File: src/rtl/seq_detect_pkg.sv
// Shared constants for the programmable sequence detector: default pattern, length and overlap mode,
// plus the helper that sizes the length fields.
package seq_detect_pkg;

    localparam int                   SEQ_MAX_LEN     = 8;
    localparam int                   SEQ_DEF_LEN     = 4;
    localparam logic [SEQ_MAX_LEN-1:0] SEQ_DEF_PATTERN = 8'h0B;
    localparam bit                   SEQ_DEF_OVERLAP = 1'b1;

    // Bits needed to hold a length in 0..max_len.
    function automatic int len_w(input int max_len);
        return $clog2(max_len + 1);
    endfunction

endpackage

File: src/rtl/seq_match_counter.sv
// Saturating event counter. Clear wins over a simultaneous increment; holds at all-ones.
module seq_match_counter #(
    parameter int CNT_W = 16
) (
    input  logic             clk,
    input  logic             reset,
    input  logic             inc,
    input  logic             clr,
    output logic [CNT_W-1:0] count
);

    always_ff @(posedge clk) begin
        if (reset || clr) begin
            count <= '0;
        end else if (inc && (count != '1)) begin
            count <= count + CNT_W'(1);
        end
    end

endmodule

File: src/rtl/seq_detect_prog.sv
// Programmable serial bit-sequence detector with run-time pattern/length/overlap configuration.
// Optional saturating match counter is built only when SEQ_DETECT_CNT_EN is defined.
module seq_detect_prog
    import seq_detect_pkg::*;
#(
    parameter int                 MAX_LEN     = SEQ_MAX_LEN,
    parameter logic [MAX_LEN-1:0] DEF_PATTERN = MAX_LEN'(SEQ_DEF_PATTERN),
    parameter int                 DEF_LEN     = SEQ_DEF_LEN,
    parameter bit                 DEF_OVERLAP = SEQ_DEF_OVERLAP,
    parameter int                 CNT_W       = 16
) (
    input  logic                        clk,
    input  logic                        reset,
    input  logic                        in_valid,
    input  logic                        inp_bit,
    input  logic                        cfg_wr,
    input  logic [MAX_LEN-1:0]          cfg_pattern,
    input  logic [len_w(MAX_LEN)-1:0]   cfg_len,
    input  logic                        cfg_overlap,
    output logic                        cfg_err,
    output logic                        seq_seen,
    output logic [CNT_W-1:0]            match_cnt,
    input  logic                        cnt_clr
);

    localparam int LEN_W = len_w(MAX_LEN);

    logic [MAX_LEN-1:0] hist;
    logic [MAX_LEN-1:0] pattern;
    logic [LEN_W-1:0]   fill;
    logic [LEN_W-1:0]   len;
    logic               overlap;

    logic [MAX_LEN-1:0] hist_n;
    logic [MAX_LEN-1:0] mask;
    logic [LEN_W-1:0]   fill_n;
    logic               cfg_ok;
    logic               shift_en;
    logic               match;

    // in_valid qualifies inp_bit on each edge; there is no ready, every qualified bit is consumed
    // unless a valid cfg_wr on the same edge takes priority and drops it.
    always_comb begin
        cfg_ok   = (cfg_len != '0) && (cfg_len <= LEN_W'(MAX_LEN));
        shift_en = in_valid && !(cfg_wr && cfg_ok);
        hist_n   = {hist[MAX_LEN-2:0], inp_bit};
        fill_n   = (fill == len) ? len : fill + LEN_W'(1);
        mask     = '0;
        for (int i = 0; i < MAX_LEN; i++) begin
            mask[i] = (i < int'(len));
        end
        match    = shift_en && (fill_n == len) && ((hist_n & mask) == (pattern & mask));
    end

    always_ff @(posedge clk) begin
        if (reset) begin
            hist     <= '0;
            fill     <= '0;
            pattern  <= DEF_PATTERN;
            len      <= LEN_W'(DEF_LEN);
            overlap  <= DEF_OVERLAP;
            seq_seen <= 1'b0;
            cfg_err  <= 1'b0;
        end else if (cfg_wr && cfg_ok) begin
            hist     <= '0;
            fill     <= '0;
            pattern  <= cfg_pattern;
            len      <= cfg_len;
            overlap  <= cfg_overlap;
            seq_seen <= 1'b0;
            cfg_err  <= 1'b0;
        end else begin
            cfg_err  <= cfg_wr;
            seq_seen <= match;
            if (shift_en) begin
                hist <= hist_n;
                // Non-overlapping mode demands len fresh bits before the next match.
                fill <= (match && !overlap) ? '0 : fill_n;
            end
        end
    end

`ifdef SEQ_DETECT_CNT_EN
    logic cnt_clear;
    assign cnt_clear = cnt_clr || (cfg_wr && cfg_ok);

    seq_match_counter #(
        .CNT_W(CNT_W)
    ) u_match_counter (
        .clk  (clk),
        .reset(reset),
        .inc  (match),
        .clr  (cnt_clear),
        .count(match_cnt)
    );
`else
    logic unused_cnt_clr;
    assign unused_cnt_clr = cnt_clr;
    assign match_cnt      = '0;
`endif

endmodule

File: config.mk
export PLATFORM = sky130hd
export DESIGN_NAME = seq_detect_prog
export DESIGN_NICKNAME = d
export VERILOG_FILES = /design/src/rtl/seq_detect_pkg.sv /design/src/rtl/seq_match_counter.sv /design/src/rtl/seq_detect_prog.sv
export SDC_FILE = /design/constraint.sdc
export NUM_CORES = 1
export LEC_CHECK = 0
export BUFFER_PORTS_ARGS = -buffer_cell sky130_fd_sc_hd__buf_4
export CAP_MARGIN = 0
export CORE_ASPECT_RATIO = 2
export CORE_UTILIZATION = 42
export CTS_BUF_LIST = sky130_fd_sc_hd__clkbuf_8
export CTS_CLUSTER_DIAMETER = 80
export CTS_CLUSTER_SIZE = 8
export DETAILED_ROUTE_END_ITERATION = 16
export PLACE_DENSITY_LB_ADDON = 0.1
export SYNTH_ARGS = -nofsm -noshare
export SYNTH_HDL_FRONTEND = slang
export SYNTH_SLANG_ARGS = --single-unit
export TNS_END_PERCENT = 10
File: constraint.sdc
create_clock -name clk -period 1.89 [get_ports clk]
set_clock_uncertainty 0.2 [all_clocks]
set_input_delay 0.378 -clock clk [delete_from_list [all_inputs] [get_ports clk]]
set_output_delay 0.378 -clock clk [all_outputs]
set_load 0.02 [all_outputs]
==> summary.txt, run 1 <==
Worst setup path
  • Worst Setup Path Type: flop to flop
  • Critical path required time: 1.86 ns
  • Critical path, cell by cell: ha_4, xnor2_1, o41ai_4, buf_4, nand4b_1, o211ai_1, nand2_1
  • Slowest-stage cell, CP: o41ai_4
  • Endpoint type of the worst setup path: flop
  • CP Max Fanout: 3
  • WP buf/inv: 1
  • Arrival @ worst endpoint: 1.86 ns
  • Startpoint Class: flop
  • Slowest cell delay on critical path: 0.40 ns
  • Worst path top cell family by delay: compound AO/OA/AOI/OAI gates

Synth
  • Post-synth top area share: 37.0%
  • Synth top area cells: dfxtp_1 37%, nand2_1 9.1%, buf_4 8.5%
  • Post-synth ARST share: 0%
  • Main flop type after synthesis: dfxtp_1
  • #FFs+latches synth: 26
  • Seq/Total Area, Yosys: 37.0%
  • Cell taking the most area after synthesis: dfxtp_1
  • Synth Instances: 171
  • Synthesized area: 1410 um2
  • Number of flops mapped to enable cells by yosys: 0
  • Mean Syn Cell Area: 8.22 um2
  • Synth unique cells: 40
  • Synth Warn #: 0

Die
  • Die Wd: 42.9 um
  • Io pins: 37
  • Die area: 3600 um2
  • Die H: 83.8 um
  • Starting Density: 44.0%
  • Site Rows: 29
  • Core Box Area: 3190 um2

Final layout
  • Most common cell after layout, fill and taps aside: buf_4
  • Layout cell share with drive strength beyond 1: 31.6%
  • # diodes: 0
  • Most frequent cells in the layout: 44 x buf_4, 33 x nand2_1, 18 x dfxtp_1
  • Non-filler cells, final: 243
  • Layout area overhead: 30.2%
  • Fin nets: 234
  • Design area: 1830 um2

Place
  • Placed Instance Area: 1660 um2
  • Detail Placement HPWL: 2610 um
  • DP Cell Count: 236
  • Placer Congestion: 0.820
  • Port bufs: 19

Status
  • Failing checks: setup timing
  • Status: finished with violations

Job
  • Max Cap Viol: 0

Drt
  • Via count: 1257
  • Post-detailed-route wirelength per cell: 14.1 um
  • Drt total wl: 3440 um
  • Post-route DRC: 0
  • Antenna viol nets, final: 0
  • First-pass DRT Iterations: 4
  • 1st-iter DRT viols: 20
  • Vias per Instance: 5.17

Global routing
  • Largest net degree at the start of global routing: 15
  • Total track usage: 20.6%
  • First-pass GRT wire length: 5580 um
  • Number of global-route vias before repair: 1339
  • GRT Residual Overflow: 0
  • Antenna violations before repair: 0

Timing
  • Final TNS setup: -0.00818 ns
  • Peak Freq: 0.527 GHz
  • Fin crit share: 100%
  • Slew Limit Fails: 0
  • Tmin final: 1.90 ns
  • Final Hold Violating Endpoints: 0
  • Setup Viol. Count Final: 1
  • RSZ-0062 raised after global routing: true
  • Final setup margin: -0.00818 ns

Clock network
  • Clk buf depth: 2
  • Root Driver: clkbuf_8
  • # H-tree levels: 1
  • Clock Sink Count: 26
  • Skew-Pair Late Insertion Delay: 0.27 ns
  • CTS tree: built
  • Reg clk slew, reported paths: 0.09 ns
  • Hold buffers post-CTS: 0
  • Total CTS buffers: 3

Worst hold path
  • Worst Hold Class: input port to flop

Pwr
  • Maximum VDD drop: 0.573 mV
  • Leakage power: 0.843 nW
  • PD cells: 660 nW/um2
==> sequential cells by signal (all words and copies together) (netlist names) <==
register	flops
pattern	8
hist	7
fill	4
len	4
cfg_err	1
overlap	1
seq_seen	1
==> synthesized netlist by cell type (2+ instances only) <==
cell      instances
buf_4            16
xnor2_1           8
nand2_1          34
a21oi_1          10
nand3b_1          5
nand3_1           3
nor2_1           12
inv_1             4
o21ai_1           2
and3_1            2
nor3_1            2
o21ai_0           4
xor2_1            7
clkbuf_1          4
dfxtp_1          26
mux2i_1           8
==> logic make-up after synthesis <==
kind of cell    after synthesis  share of synthesized area (%)
mux                           8                           5.69
xor+xnor                     15                           9.34
simple gates                 65                           21.1
fa+ha+maj                     1                          0.890
other cells                   1                          0.267
buf+inv                      26                           11.8
compound gates               29                           13.9
flops                        26                           37.0
==> layout make-up <==
class,count,area (um2)
Timing Repair Buffer,45,342
Sequential cell,26,533
Fill cell,303,1360
Multi-Input combinational cell,134,861
Inverter,4,15.0
Tap cell,31,38.8
Clock buffer,3,41.3
==> metal layers <==
metal	vias to the layer above	track usage [%]	routed length, um
li1	632	-	-
met1	604	19.0	1190
met2	14	41.0	2110
met3	7	1.95	44
met4	0	9.66	87
met5	-	0	0
==> power breakdown <==
group / internal [mW] / leakage, nW / switching [mW]
combinational: 0.140 / 0.606 / 0.157
clock: 0.143 / 0.0216 / 0.172
sequential: 0.573 / 0.215 / 0.0228
total: 0.856 / 0.843 / 0.351
==> tightest hold or removal path, cell delays in order <==
cell,delay (ns)
buf_4,0.07
nand2_1,0.04
nand3b_1,0.06
==> stage by stage <==
stage               util (%)  hold slack, ns  setup WS [ns]  power (mW)
global route            57.3           0.113        -0.0792        1.26
global placement        52.1           0.257         -0.142       0.845
detailed placement      52.1           0.261         -0.148       0.856
CTS                     55.8           0.103         0.0197        1.20
floorplan                  -           0.248        0.00627       0.780
finish                  57.3           0.105       -0.00818        1.21
==> final timing paths <==
path,from,slack [ns],endpoint,depth (start not counted)
setup / recovery,fill[0],-0.008,fill[3],7
hold / removal,cfg_overlap,0.11,overlap,3
setup reg to reg,fill[0],-0.008,fill[3],7
hold reg to reg,pattern[4],0.27,pattern[4],2
==> timing repair <==
action                     CTS  global route
gates resized for setup      9            12
pin swaps                    6             6
setup buffers                4             0
setup endpoints to repair    2             5
Note: power is estimated with default switching activity, not from simulation.
==> run 2: changes to the inputs <==
Settings changed: SETUP_SLACK_MARGIN set to 0.3, SKIP_CTS_REPAIR_TIMING set to 1.
==> summary.txt, run 2 (same netlist as run 1, synthesis figures left out) <==
Final layout
  • Largest register FFs: 8 (unchanged)
  • Non-filler cells, final: 235 (was 243)
  • Largest Register: pattern (unchanged)
  • Core Util, Final: 56.5% (was 57.3%)
  • Layout cell share with drive strength beyond 1: 30.9% (was 31.6%)
  • Most frequent cells in the layout: 34 x nand2_1, 34 x buf_4, 18 x dfxtp_1 (was 44 x buf_4, 33 x nand2_1, 18 x dfxtp_1)
  • Fin nets: 225 (was 234)
  • # diodes: 0 (unchanged)
  • Layout area overhead: 28.3% (was 30.2%)
  • Largest registers: pattern x8, hist x7 (unchanged)

Status
  • Failing checks: setup timing (unchanged)
  • Status: finished with violations (unchanged)

Place
  • Placer Congestion: 0.789 (was 0.820)
  • Port bufs: 19 (unchanged)
  • DP Cell Count: 226 (was 236)
  • Detail Placement HPWL: 2600 um (was 2610 um)

Global routing
  • Antenna violations before repair: 0 (unchanged)
  • Largest net degree at the start of global routing: 15 (unchanged)
  • First-pass GRT wire length: 5440 um (was 5580 um)
  • GRT Residual Overflow: 0 (unchanged)
  • Total track usage: 19.8% (was 20.6%)
  • Number of global-route vias before repair: 1285 (was 1339)

Die
  • Die H: 83.8 um (unchanged)
  • Site Rows: 29 (unchanged)
  • Io pins: 37 (unchanged)
  • Die area: 3600 um2 (unchanged)
  • Die Wd: 42.9 um (unchanged)
  • Starting Density: 44.0% (unchanged)
  • Core Box Area: 3190 um2 (unchanged)

Drt
  • Vias per Instance: 5.29 (was 5.17)
  • Antenna viol nets, final: 0 (unchanged)
  • Via count: 1243 (was 1257)
  • Post-detailed-route wirelength per cell: 14.4 um (was 14.1 um)
  • First-pass DRT Iterations: 4 (unchanged)
  • Post-route DRC: 0 (unchanged)
  • 1st-iter DRT viols: 18 (was 20)
  • Drt total wl: 3380 um (was 3440 um)

Worst setup path
  • Arrival @ worst endpoint: 1.94 ns (was 1.86 ns)
  • CP Max Fanout: 4 (was 3)
  • R2r setup slk: -0.07 ns (was -0.008 ns)
  • Critical path required time: 1.87 ns (was 1.86 ns)
  • Worst Setup Path Type: flop to flop (unchanged)
  • Startpoint Class: flop (unchanged)
  • Endpoint type of the worst setup path: flop (unchanged)

Clock network
  • Root Driver: clkbuf_8 (unchanged)
  • Total CTS buffers: 3 (unchanged)
  • Clk buf depth: 2 (unchanged)
  • CTS tree: built (unchanged)
  • Clock Sink Count: 26 (unchanged)
  • Skew-Pair Late Insertion Delay: 0.28 ns (was 0.27 ns)
  • Reg clk slew, reported paths: 0.09 ns (about the same)
  • # H-tree levels: 1 (unchanged)

Timing
  • RSZ-0062 raised after global routing: true (unchanged)
  • Tmin final: 1.96 ns (was 1.90 ns)
  • Peak Freq: 0.510 GHz (was 0.527 GHz)
  • Final Hold Violating Endpoints: 0 (unchanged)
  • Setup Viol. Count Final: 1 (unchanged)
  • Slew Limit Fails: 0 (unchanged)
  • Min Hold Slack: 0.102 ns (was 0.105 ns)
  • Final setup margin: -0.0690 ns (was -0.00818 ns)
  • Fin crit share: 104% (was 100%)

Pwr
  • PD cells: 691 nW/um2 (was 660 nW/um2)
  • Maximum VDD drop: 0.434 mV (was 0.573 mV)
  • Leakage power: 0.815 nW (was 0.843 nW)
  • Pwr Total: 1.25 mW (was 1.21 mW)

Worst hold path
  • Worst Hold Class: input port to flop (unchanged)

Job
  • Max Cap Viol: 0 (unchanged)
## run 2: worst max-delay path, cell delays in order, from the launching register on
cell,delay [ns]
dfxtp_4,0.37
ha_4,0.25
xor2_2,0.14
o41ai_2,0.34
nand3_1,0.18
a211o_1,0.26
o211a_1,0.12
## run 2: report_power, final
group | internal, mW | leakage [nW] | switching [mW]
logic | 0.131 | 0.571 | 0.143
clock network | 0.187 | 0.0288 | 0.183
registers | 0.572 | 0.216 | 0.0299
## run 2: stage by stage
| step | TNS (ns) | worst slack [ns] | area [um2] |
|---|---|---|---|
| CTS | -0.136 | -0.136 | 1740 |
| global placement | -0.475 | -0.0577 | 1680 |
| global route | -0.141 | -0.141 | 1800 |
| detailed placement | -0.617 | -0.0985 | 1680 |
| floorplan | 0 | 0.145 | 1580 |
| finish | -0.0690 | -0.0690 | 1800 |
## run 2: per-layer routing
metal	up-vias	part of all wire, %	track usage [%]	wire, um
met5	-	0	0	0
met4	0	2.9	10.5	97
met3	9	1.4	1.95	46
met2	16	61	38.2	2050
met1	603	35	19.0	1180
li1	615	-	-	-
## run 2: cell type report
type                            count  area (um2)
Tap cell                           31        38.8
Fill cell                         315        1390
Sequential cell                    26         536
Multi-Input combinational cell    134         882
Timing Repair Buffer               36         278
Inverter                            4        15.0
Clock buffer                        4        55.1
## run 2: worst paths after layout
path,startpoint,endpoint,cells past startpoint
max,fill[1],fill[2],6
min reg2reg,pattern[6],pattern[6],2
min,cfg_overlap,overlap,3
max reg2reg,fill[1],fill[2],6
